==> src/rtl/stack_ctrl_if.sv <==
// Stack-operation handshake and data-memory beat signals shared by the CPU
// controller (master) and the stack responder (slave).
interface stack_ctrl_if;
  logic       stack_op_ongoing;
  logic       push_or_pop;
  logic       stack_op_end;
  logic       bus_grant;
  logic [7:0] push_pc;
  logic [7:0] push_flags;
  logic [7:0] mem_addr;
  logic [7:0] mem_wr_data;
  logic [7:0] mem_rd_data;
  logic [7:0] pop_pc;
  logic [7:0] pop_flags;
  logic       pop_valid;
  logic [7:0] sp;
  logic       stack_err;

  modport master (
    output stack_op_ongoing, push_or_pop, bus_grant, push_pc, push_flags, mem_rd_data,
    input  stack_op_end, mem_addr, mem_wr_data, pop_pc, pop_flags, pop_valid, sp, stack_err
  );

  modport slave (
    input  stack_op_ongoing, push_or_pop, bus_grant, push_pc, push_flags, mem_rd_data,
    output stack_op_end, mem_addr, mem_wr_data, pop_pc, pop_flags, pop_valid, sp, stack_err
  );
endinterface

==> src/rtl/stack_ctrl.sv <==
// Stack responder: runs the two-beat push/pop memory transfers for the CPU
// controller and owns the empty-descending stack pointer.
module stack_ctrl #(
  parameter logic [7:0] SP_INIT  = 8'hFF,
  parameter logic       PUSH_VAL = 1'b1
) (
  input  logic         clk,
  input  logic         rst,
  stack_ctrl_if.slave  bus
);

  typedef enum logic [1:0] {ST_IDLE, ST_BEAT0, ST_BEAT1, ST_DONE} state_t;

  state_t     r_state;
  state_t     w_state_nxt;
  logic       r_dir_push;
  logic       r_armed;
  logic [7:0] r_sp;
  logic [7:0] r_hold_pc;
  logic [7:0] r_hold_flags;
  logic [7:0] r_pop_pc;
  logic [7:0] r_pop_flags;
  logic       r_err;

  logic       w_start;
  logic       w_start_push;
  logic       w_beat0_grant;
  logic       w_beat1_grant;

  assign w_start       = (r_state == ST_IDLE) && bus.stack_op_ongoing && r_armed;
  assign w_start_push  = (bus.push_or_pop == PUSH_VAL);
  assign w_beat0_grant = (r_state == ST_BEAT0) && bus.stack_op_ongoing && bus.bus_grant;
  assign w_beat1_grant = (r_state == ST_BEAT1) && bus.stack_op_ongoing && bus.bus_grant;

  // NOTE: every signal driven from always_comb gets a default first, so no
  // path through the case can leave it unassigned and infer a latch.
  always_comb begin
    w_state_nxt = r_state;
    case (r_state)
      ST_IDLE:  if (w_start) w_state_nxt = ST_BEAT0;
      ST_BEAT0: begin
        if (!bus.stack_op_ongoing) w_state_nxt = ST_IDLE;
        else if (bus.bus_grant)    w_state_nxt = ST_BEAT1;
      end
      ST_BEAT1: begin
        if (!bus.stack_op_ongoing) w_state_nxt = ST_IDLE;
        else if (bus.bus_grant)    w_state_nxt = ST_DONE;
      end
      ST_DONE:  w_state_nxt = ST_IDLE;
      default:  w_state_nxt = ST_IDLE;
    endcase
  end

  // Pops read upward from sp+1 (flags first), pushes write downward from sp.
  always_comb begin
    bus.mem_addr    = r_sp;
    bus.mem_wr_data = 8'h00;
    case (r_state)
      ST_BEAT0: begin
        if (r_dir_push) begin
          bus.mem_addr    = r_sp;
          bus.mem_wr_data = bus.push_pc;
        end else begin
          bus.mem_addr    = r_sp + 8'd1;
        end
      end
      ST_BEAT1: begin
        if (r_dir_push) begin
          bus.mem_addr    = r_sp - 8'd1;
          bus.mem_wr_data = bus.push_flags;
        end else begin
          bus.mem_addr    = r_sp + 8'd2;
        end
      end
      default: ;
    endcase
  end

  // NOTE: asynchronous reset is in the sensitivity list and every register,
  // including the holding registers, returns to a known value on rst; state
  // is updated with non-blocking assignments only.
  always_ff @(posedge clk or posedge rst) begin
    if (rst) begin
      r_state      <= ST_IDLE;
      r_dir_push   <= 1'b0;
      r_armed      <= 1'b1;
      r_sp         <= SP_INIT;
      r_hold_pc    <= 8'h00;
      r_hold_flags <= 8'h00;
      r_pop_pc     <= 8'h00;
      r_pop_flags  <= 8'h00;
      r_err        <= 1'b0;
    end else begin
      r_state <= w_state_nxt;

      // Re-arm only after the controller has left its stack state.
      if (!bus.stack_op_ongoing) r_armed <= 1'b1;
      else if (w_start)          r_armed <= 1'b0;

      if (w_start) begin
        r_dir_push <= w_start_push;
        if ((w_start_push && (r_sp < 8'h01)) || (!w_start_push && (r_sp > 8'hFD)))
          r_err <= 1'b1;
      end

      if (w_beat0_grant && !r_dir_push) r_hold_flags <= bus.mem_rd_data;
      if (w_beat1_grant && !r_dir_push) r_hold_pc    <= bus.mem_rd_data;

      if (r_state == ST_DONE) begin
        if (r_dir_push) begin
          r_sp <= r_sp - 8'd2;
        end else begin
          r_sp        <= r_sp + 8'd2;
          r_pop_pc    <= r_hold_pc;
          r_pop_flags <= r_hold_flags;
        end
      end
    end
  end

  assign bus.stack_op_end = (r_state == ST_DONE);
  assign bus.pop_valid    = (r_state == ST_DONE) && !r_dir_push;
  assign bus.pop_pc       = r_pop_pc;
  assign bus.pop_flags    = r_pop_flags;
  assign bus.sp           = r_sp;
  assign bus.stack_err    = r_err;

endmodule

==> src/flat_wrapper.sv <==
// flat-port wrapper written by rule: the top's interface ports become plain ports
module stack_ctrl_flat 
#(
  parameter logic [7:0] SP_INIT  = 8'hFF,
  parameter logic       PUSH_VAL = 1'b1
)
  (clk, rst, bus_stack_op_ongoing, bus_push_or_pop, bus_bus_grant, bus_push_pc, bus_push_flags, bus_mem_rd_data, bus_stack_op_end, bus_mem_addr, bus_mem_wr_data, bus_pop_pc, bus_pop_flags, bus_pop_valid, bus_sp, bus_stack_err);
  stack_ctrl_if bus_i ();
  input  logic clk;
  input  logic rst;
  input wire logic [$bits(bus_i.stack_op_ongoing)-1:0] bus_stack_op_ongoing;
  input wire logic [$bits(bus_i.push_or_pop)-1:0] bus_push_or_pop;
  input wire logic [$bits(bus_i.bus_grant)-1:0] bus_bus_grant;
  input wire logic [$bits(bus_i.push_pc)-1:0] bus_push_pc;
  input wire logic [$bits(bus_i.push_flags)-1:0] bus_push_flags;
  input wire logic [$bits(bus_i.mem_rd_data)-1:0] bus_mem_rd_data;
  output wire logic [$bits(bus_i.stack_op_end)-1:0] bus_stack_op_end;
  output wire logic [$bits(bus_i.mem_addr)-1:0] bus_mem_addr;
  output wire logic [$bits(bus_i.mem_wr_data)-1:0] bus_mem_wr_data;
  output wire logic [$bits(bus_i.pop_pc)-1:0] bus_pop_pc;
  output wire logic [$bits(bus_i.pop_flags)-1:0] bus_pop_flags;
  output wire logic [$bits(bus_i.pop_valid)-1:0] bus_pop_valid;
  output wire logic [$bits(bus_i.sp)-1:0] bus_sp;
  output wire logic [$bits(bus_i.stack_err)-1:0] bus_stack_err;
  assign bus_i.stack_op_ongoing = bus_stack_op_ongoing;
  assign bus_i.push_or_pop = bus_push_or_pop;
  assign bus_i.bus_grant = bus_bus_grant;
  assign bus_i.push_pc = bus_push_pc;
  assign bus_i.push_flags = bus_push_flags;
  assign bus_i.mem_rd_data = bus_mem_rd_data;
  assign bus_stack_op_end = bus_i.stack_op_end;
  assign bus_mem_addr = bus_i.mem_addr;
  assign bus_mem_wr_data = bus_i.mem_wr_data;
  assign bus_pop_pc = bus_i.pop_pc;
  assign bus_pop_flags = bus_i.pop_flags;
  assign bus_pop_valid = bus_i.pop_valid;
  assign bus_sp = bus_i.sp;
  assign bus_stack_err = bus_i.stack_err;
  stack_ctrl #(.SP_INIT(SP_INIT), .PUSH_VAL(PUSH_VAL)) u_core (.clk(clk), .rst(rst), .bus(bus_i));
endmodule
==> config.mk <==
export PLATFORM = sky130hd
export DESIGN_NAME = stack_ctrl_flat
export DESIGN_NICKNAME = d
export VERILOG_FILES = /design/src/rtl/stack_ctrl_if.sv /design/src/rtl/stack_ctrl.sv /design/src/flat_wrapper.sv
export SDC_FILE = /design/constraint.sdc
export NUM_CORES = 1
export LEC_CHECK = 0
export BUFFER_PORTS_ARGS = -buffer_cell sky130_fd_sc_hd__buf_4
export CAP_MARGIN = 10
export CORE_MARGIN = 5
export CORE_UTILIZATION = 55
export CTS_CLUSTER_DIAMETER = 150
export CTS_CLUSTER_SIZE = 14
export DETAILED_ROUTE_END_ITERATION = 6
export GPL_TIMING_DRIVEN = 0
export PLACE_DENSITY = 0.85
export SETUP_SLACK_MARGIN = 0.3
export SYNTH_ARGS = -nofsm -noshare
export SYNTH_HDL_FRONTEND = slang
export SYNTH_SLANG_ARGS = --single-unit
==> constraint.sdc <==
create_clock -name clk -period 2.6 [get_ports clk]
set_clock_uncertainty 0.15 [all_clocks]
set_input_delay 0.13 -clock clk [delete_from_list [all_inputs] [get_ports clk]]
set_output_delay 0.13 -clock clk [all_outputs]
set_load 0.005 [all_outputs]
* Yosys cells after proc, flatten, opt, wreduce, memory -nomap -nowiden
Cells that the tools add are included.
Storage, ports and cells: flip-flop bits (word level) 45, output and inout port bits 43, word-level logic and storage cells 56
Cells by class: add/subtract/negate cells 4, magnitude comparators 2, eq/ne operators 7, mux-type cells 15, bitwise logic cells 1, reduce and logical (&&, ||, !) cells 18
Operator list (count):
- $mux W8 | 5
- $pmux W8 S2 | 2
- $logic_and A1 B1 Y1 | 11
- $mux W2 | 5
- $add A8 B1 Y8 const B | 1
- $add A8 B2 Y8 const B | 1
- $gt A8 B8 Y1 const B | 1
- $lt A8 B1 Y1 const B | 1
- $pmux W2 S4 | 1
- $sub A8 B1 Y8 const B | 1
- $sub A8 B2 Y8 const B | 1
- $ne A3 B3 Y1 const B | 2
- $eq A2 B2 Y1 const B | 2
- $ne A2 B1 Y1 const B | 2
- $reduce_and A2 Y1 | 2
- $reduce_and A3 Y1 | 1
- $eq A2 B1 Y1 const B | 1
- $logic_not A1 Y1 | 2
- $logic_not A2 Y1 | 1
- $mux W1 | 2
- $logic_or A1 B1 Y1 | 1
- $not A1 Y1 | 1

* Depth between registers and ports, before layout
depth in word-level cells 5, gate-level depth with buffers 8

* Least setup slack after synthesis
Ideal clock, no wire load.
path kind flip-flop to output port, start point reg u_core.r_state[0], end point out bus_mem_addr[6], data arrival time 1.432 ns, data required time 2.320 ns, setup slack 0.888 ns, stages on the path, launching flop included 6, path buffers 0, cells stage by stage dfrtp_1 > inv_1 > ha_1 > nand4b_1 > or3_1 > a21oi_1
On the way: longest elaborated chain between the ends 2, elaborated cells on any way between the ends 3, classes of those cells 2 x eq/ne; 1 x mux
RTL lines:
- start, declared | line stack_ctrl.sv:14 | state_t r_state;
- start signal, assigned | line stack_ctrl.sv:94 | r_state <= w_state_nxt;
- $eq A2 B2 Y1 or $eq A2 B1 Y1 (tied branches) | line stack_ctrl.sv:58 | case (r_state)
- $pmux W8 S2 * | line stack_ctrl.sv:58
- end, declared | line flat_wrapper.sv:18 | output wire logic [$bits(bus_i.mem_addr)-1:0] bus_mem_addr;
Mark *: on every way between the ends. The rest lies on a longest branch, timed or not.

* Final worst setup path
start point reg u_core.r_sp[2] (netlist: u_core.bus.sp[2]), end point out bus_mem_addr[7]
On the way: longest elaborated chain between the ends 3, elaborated cells on any way between the ends 6, classes of those cells 3 x add/sub; 3 x mux
RTL lines:
- start, declared | line stack_ctrl.sv:18 | logic [7:0] r_sp;
- start signal, assigned | line stack_ctrl.sv:111 | r_sp <= r_sp - 8'd2;
- start signal, assigned | line stack_ctrl.sv:113 | r_sp <= r_sp + 8'd2;
- $add A8 B2 Y8, or another cell as far along | line stack_ctrl.sv:72 | bus.mem_addr = r_sp + 8'd2;
- $mux W8, on equally long branches | line stack_ctrl.sv:68, stack_ctrl.sv:60
- $pmux W8 S2 * | line stack_ctrl.sv:58
Marked as above.

==> run metrics <==
Max-Cap Viols 0; TritonCTS clock tree done; EDFF count, synth 0; clock sink total 44; initial antenna violation count 0; ys async rst share 100%; ys flop type dfrtp_1; I/O pin count around 70; GRT Overall Usage between 20% and 30%; die height roughly 75 µm; DR iter-0 viols around 140; Critical Path Start u_core.bus.sp[2]$_DFFE_PP1P_; vias in the first global route between 1500 and 2000; dpl hpwl approximately 3700 µm; VDD IR max about 600 µV; Distinct cells, synth 41; TritonRoute pass-1 iters 4; P_int roughly 2.3 mW; flops & latches, synth 44; Arrival @ worst endpoint around 1.9 ns; synthesized instance count roughly 230; RR Startpoint u_core.r_state[1]$_DFFE_PP0P_; Max Fclk approximately 460 MHz; critical path type register to output port; Synth Cell Area 2320 µm²; die area roughly 5600 µm²; Slew Viols, Final 0; Area Growth Syn to Fin 36.1%; Lkg Pwr approximately 1.6 nW; H-tree depth 2; design area 3160 µm²; sequential share of the synthesized area 47.8%; syn nets roughly 270; Startpoint Class register; Fin. Hold Viols 0; Worst-Margin Slew 0.880 ns; Setup crit end kind output port; Max-slew headroom between 40% and 50%; outcome complete, no violations; drt drc 0; Inserted Diodes 0; largest net degree at the start of global routing 45; Core Box Area between 4000 and 5000 µm²; CTS Buffer Depth 2; Net Sw Power roughly 1.3 mW; global-route wire length before repair 8890 µm; Routed Antenna Nets 0; HP Class input port to register; Port Buf Inserts just under 70; Clock Pin Slew Worst Setup and Hold Paths 0.08 ns; switching part of the total power between 30 and 40%; crit path max fanout 9; post-DR vias/cell approximately 5.4; Pwr per Cell Area 1130 nW/µm²; RePlAce Congestion slightly below 0.8; Worst-Skew Late Latency ~0.30 ns; Crit path required time around 2.3 ns; post-route minimum period 2.19 ns; Starting Density a little under three fifths; wire per inst around 15 µm; Synth Area per Inst around 10 µm²; die width about 75 µm; Clk pwr share about 15%; clock root cell clkbuf_8; min-delay src bus_bus_grant; Warnings, synthesis 0; setup violators final 0; Nets between 300 and 400; final WL 5400 µm; site row count 23; RSZ-0062 raised after global routing no; Num CTS Buffers 5; placed cell area between 2000 and 3000 µm²; combinational power share approximately half; routed via count 1970; Final period util 84.2%; Congestion Overflow GR 0; final setup TNS 0 ns; layout cells sized above 1 a little over 40%; Sequential Power Share between 30% and 40%
## worst max-delay path: stages, from the launching register on
cell	delay, ns
dfstp_2	0.62
ha_1	0.24
nand3b_2	0.14
or3_1	0.32
a21oi_1	0.17
buf_4	0.13
## cells by family (layout without fill, tap and decap cells)
group / after synthesis / after routing / synth area share [%]
AND/OR/NAND/NOR: 92 / 92 / 19.5
other: 1 / 1 / 0.161
adder cells (fa/ha/maj): 10 / 10 / 5.38
AO/OA/AOI/OAI: 28 / 28 / 8.02
buffers and inverters: 23 / 113 / 5.54
XOR/XNOR: 7 / 7 / 2.64
multiplexers: 23 / 23 / 10.9
flip-flops: 44 / 44 / 47.8
## power groups by stage
stage	sequential [mW]	clock, mW	combinational [mW]
final	1.23	0.545	1.80
after global routing	1.27	0.572	1.99
after CTS	1.23	0.549	1.76
after detailed placement	1.24	0	1.72
after global placement	1.22	0	1.68
after floorplan	1.20	0	1.03
## placed cells by master (no fill, tap or decap), types with 6 or more instances in the layout
| cell type | netlist | final |
|---|---|---|
| buf_4 | 4 | 75 |
| nand2_1 | 53 | 53 |
| dfrtp_1 | 36 | 36 |
| mux2_2 | 19 | 19 |
| nor2_1 | 14 | 14 |
| dlygate4sd3_1 | 0 | 11 |
| ha_1 | 10 | 9 |
| o21ai_0 | 8 | 8 |
| a22oi_1 | 8 | 8 |
| dfstp_2 | 8 | 8 |
| inv_1 | 9 | 7 |
| xnor2_1 | 6 | 6 |
| a21oi_1 | 6 | 6 |
| clkbuf_8 | 0 | 6 |
## final cells by class
class | instances | area [µm²]
fill | 260 | 893
multi-input combinational | 161 | 1100
clock inverter | 2 | 38.8
clock buffer | 6 | 82.6
timing repair buffer | 82 | 643
inverter | 10 | 37.5
buffer | 13 | 91.3
sequential | 44 | 1110
tap | 50 | 62.6
## Yosys cell counts (2+ instances only)
cell type | number | area [µm²]
clkbuf_1 | 2 | 7.51
dfrtp_1 | 36 | 901
a22oi_1 | 8 | 60.1
o21ai_0 | 8 | 40.0
mux2_2 | 19 | 214
buf_6 | 3 | 33.8
a21oi_1 | 6 | 30.0
mux2i_1 | 4 | 40.0
nand2b_1 | 2 | 12.5
inv_1 | 9 | 33.8
and4b_1 | 2 | 20.0
nand3_1 | 2 | 10.0
nand2_1 | 53 | 199
nand4b_1 | 2 | 17.5
or3_1 | 5 | 31.3
nor2_1 | 14 | 52.6
xnor2_1 | 6 | 52.6
ha_1 | 10 | 125
buf_4 | 4 | 30.0
dfstp_2 | 8 | 210
buf_2 | 4 | 20.0
nand3_2 | 2 | 20.0
## repair_timing
| item | in CTS | in global routing |
|---|---|---|
| pin swaps | 0 | 1 |
| setup buffers | 0 | 2 |
| gates resized for setup | 1 | 2 |
| hold buffers | 11 | 0 |
| hold endpoints to repair | 54 | 0 |
| setup endpoints to repair | 2 | 4 |
## sequential cells by signal, indices dropped and copies added, names as in the netlist
| name | flops |
|---|---|
| u_core.r_hold_pc | 8 |
| u_core.r_hold_flags | 8 |
| u_core.r_dir_push | 1 |
| u_core.r_armed | 1 |
| u_core.bus.stack_err | 1 |
| u_core.bus.pop_flags | 8 |
| u_core.r_state | 2 |
| u_core.bus.pop_pc | 8 |
| u_core.bus.sp | 7 |
## stage by stage
stage	setup slack [ns]	power [mW]	hold slack, ns	std cells	utilization, %
3_5_place_dp	0.593	2.96	0.228	347	71.6
6_report	0.410	3.58	0.0181	368	78.0
5_1_grt	0.290	3.83	0.0539	368	78.0
2_1_floorplan	0.888	2.23	0.130	228	-
3_3_place_gp	0.647	2.90	0.226	347	71.6
4_1_cts	0.320	3.53	0.0133	366	77.4
## path summary, 6_finish.rpt
| path | to | slack, ns | cells past startpoint |
|---|---|---|---|
| min in group asynchronous | u_core.r_state[1]$_DFFE_PP0P_ | 0.42 | 3 |
| worst min-delay path | u_core.r_state[0]$_DFFE_PP0P_ | 0.02 | 3 |
| worst max-delay path | bus_mem_addr[7] | 0.41 | 5 |
| worst max register to register | u_core.r_hold_flags[2]$_DFFE_PP0P_ | 0.75 | 5 |
| worst min register to register | u_core.bus.stack_err$_DFFE_PP0P_ | 0.31 | 1 |
| max in group asynchronous | u_core.r_dir_push$_DFFE_PP0P_ | 1.33 | 3 |
## routing by layer
| metal | wire (µm) | vias to the layer above | GRT usage, % |
|---|---|---|---|
| met4 | 61 | 0 | 5.34 |
| met1 | 2260 | 962 | 26.5 |
| met2 | 2720 | 66 | 35.3 |
| met3 | 351 | 5 | 4.54 |
| met5 | 0 | - | 0 |
| li1 | - | 937 | - |
Note: power is estimated with default switching activity, not from simulation.
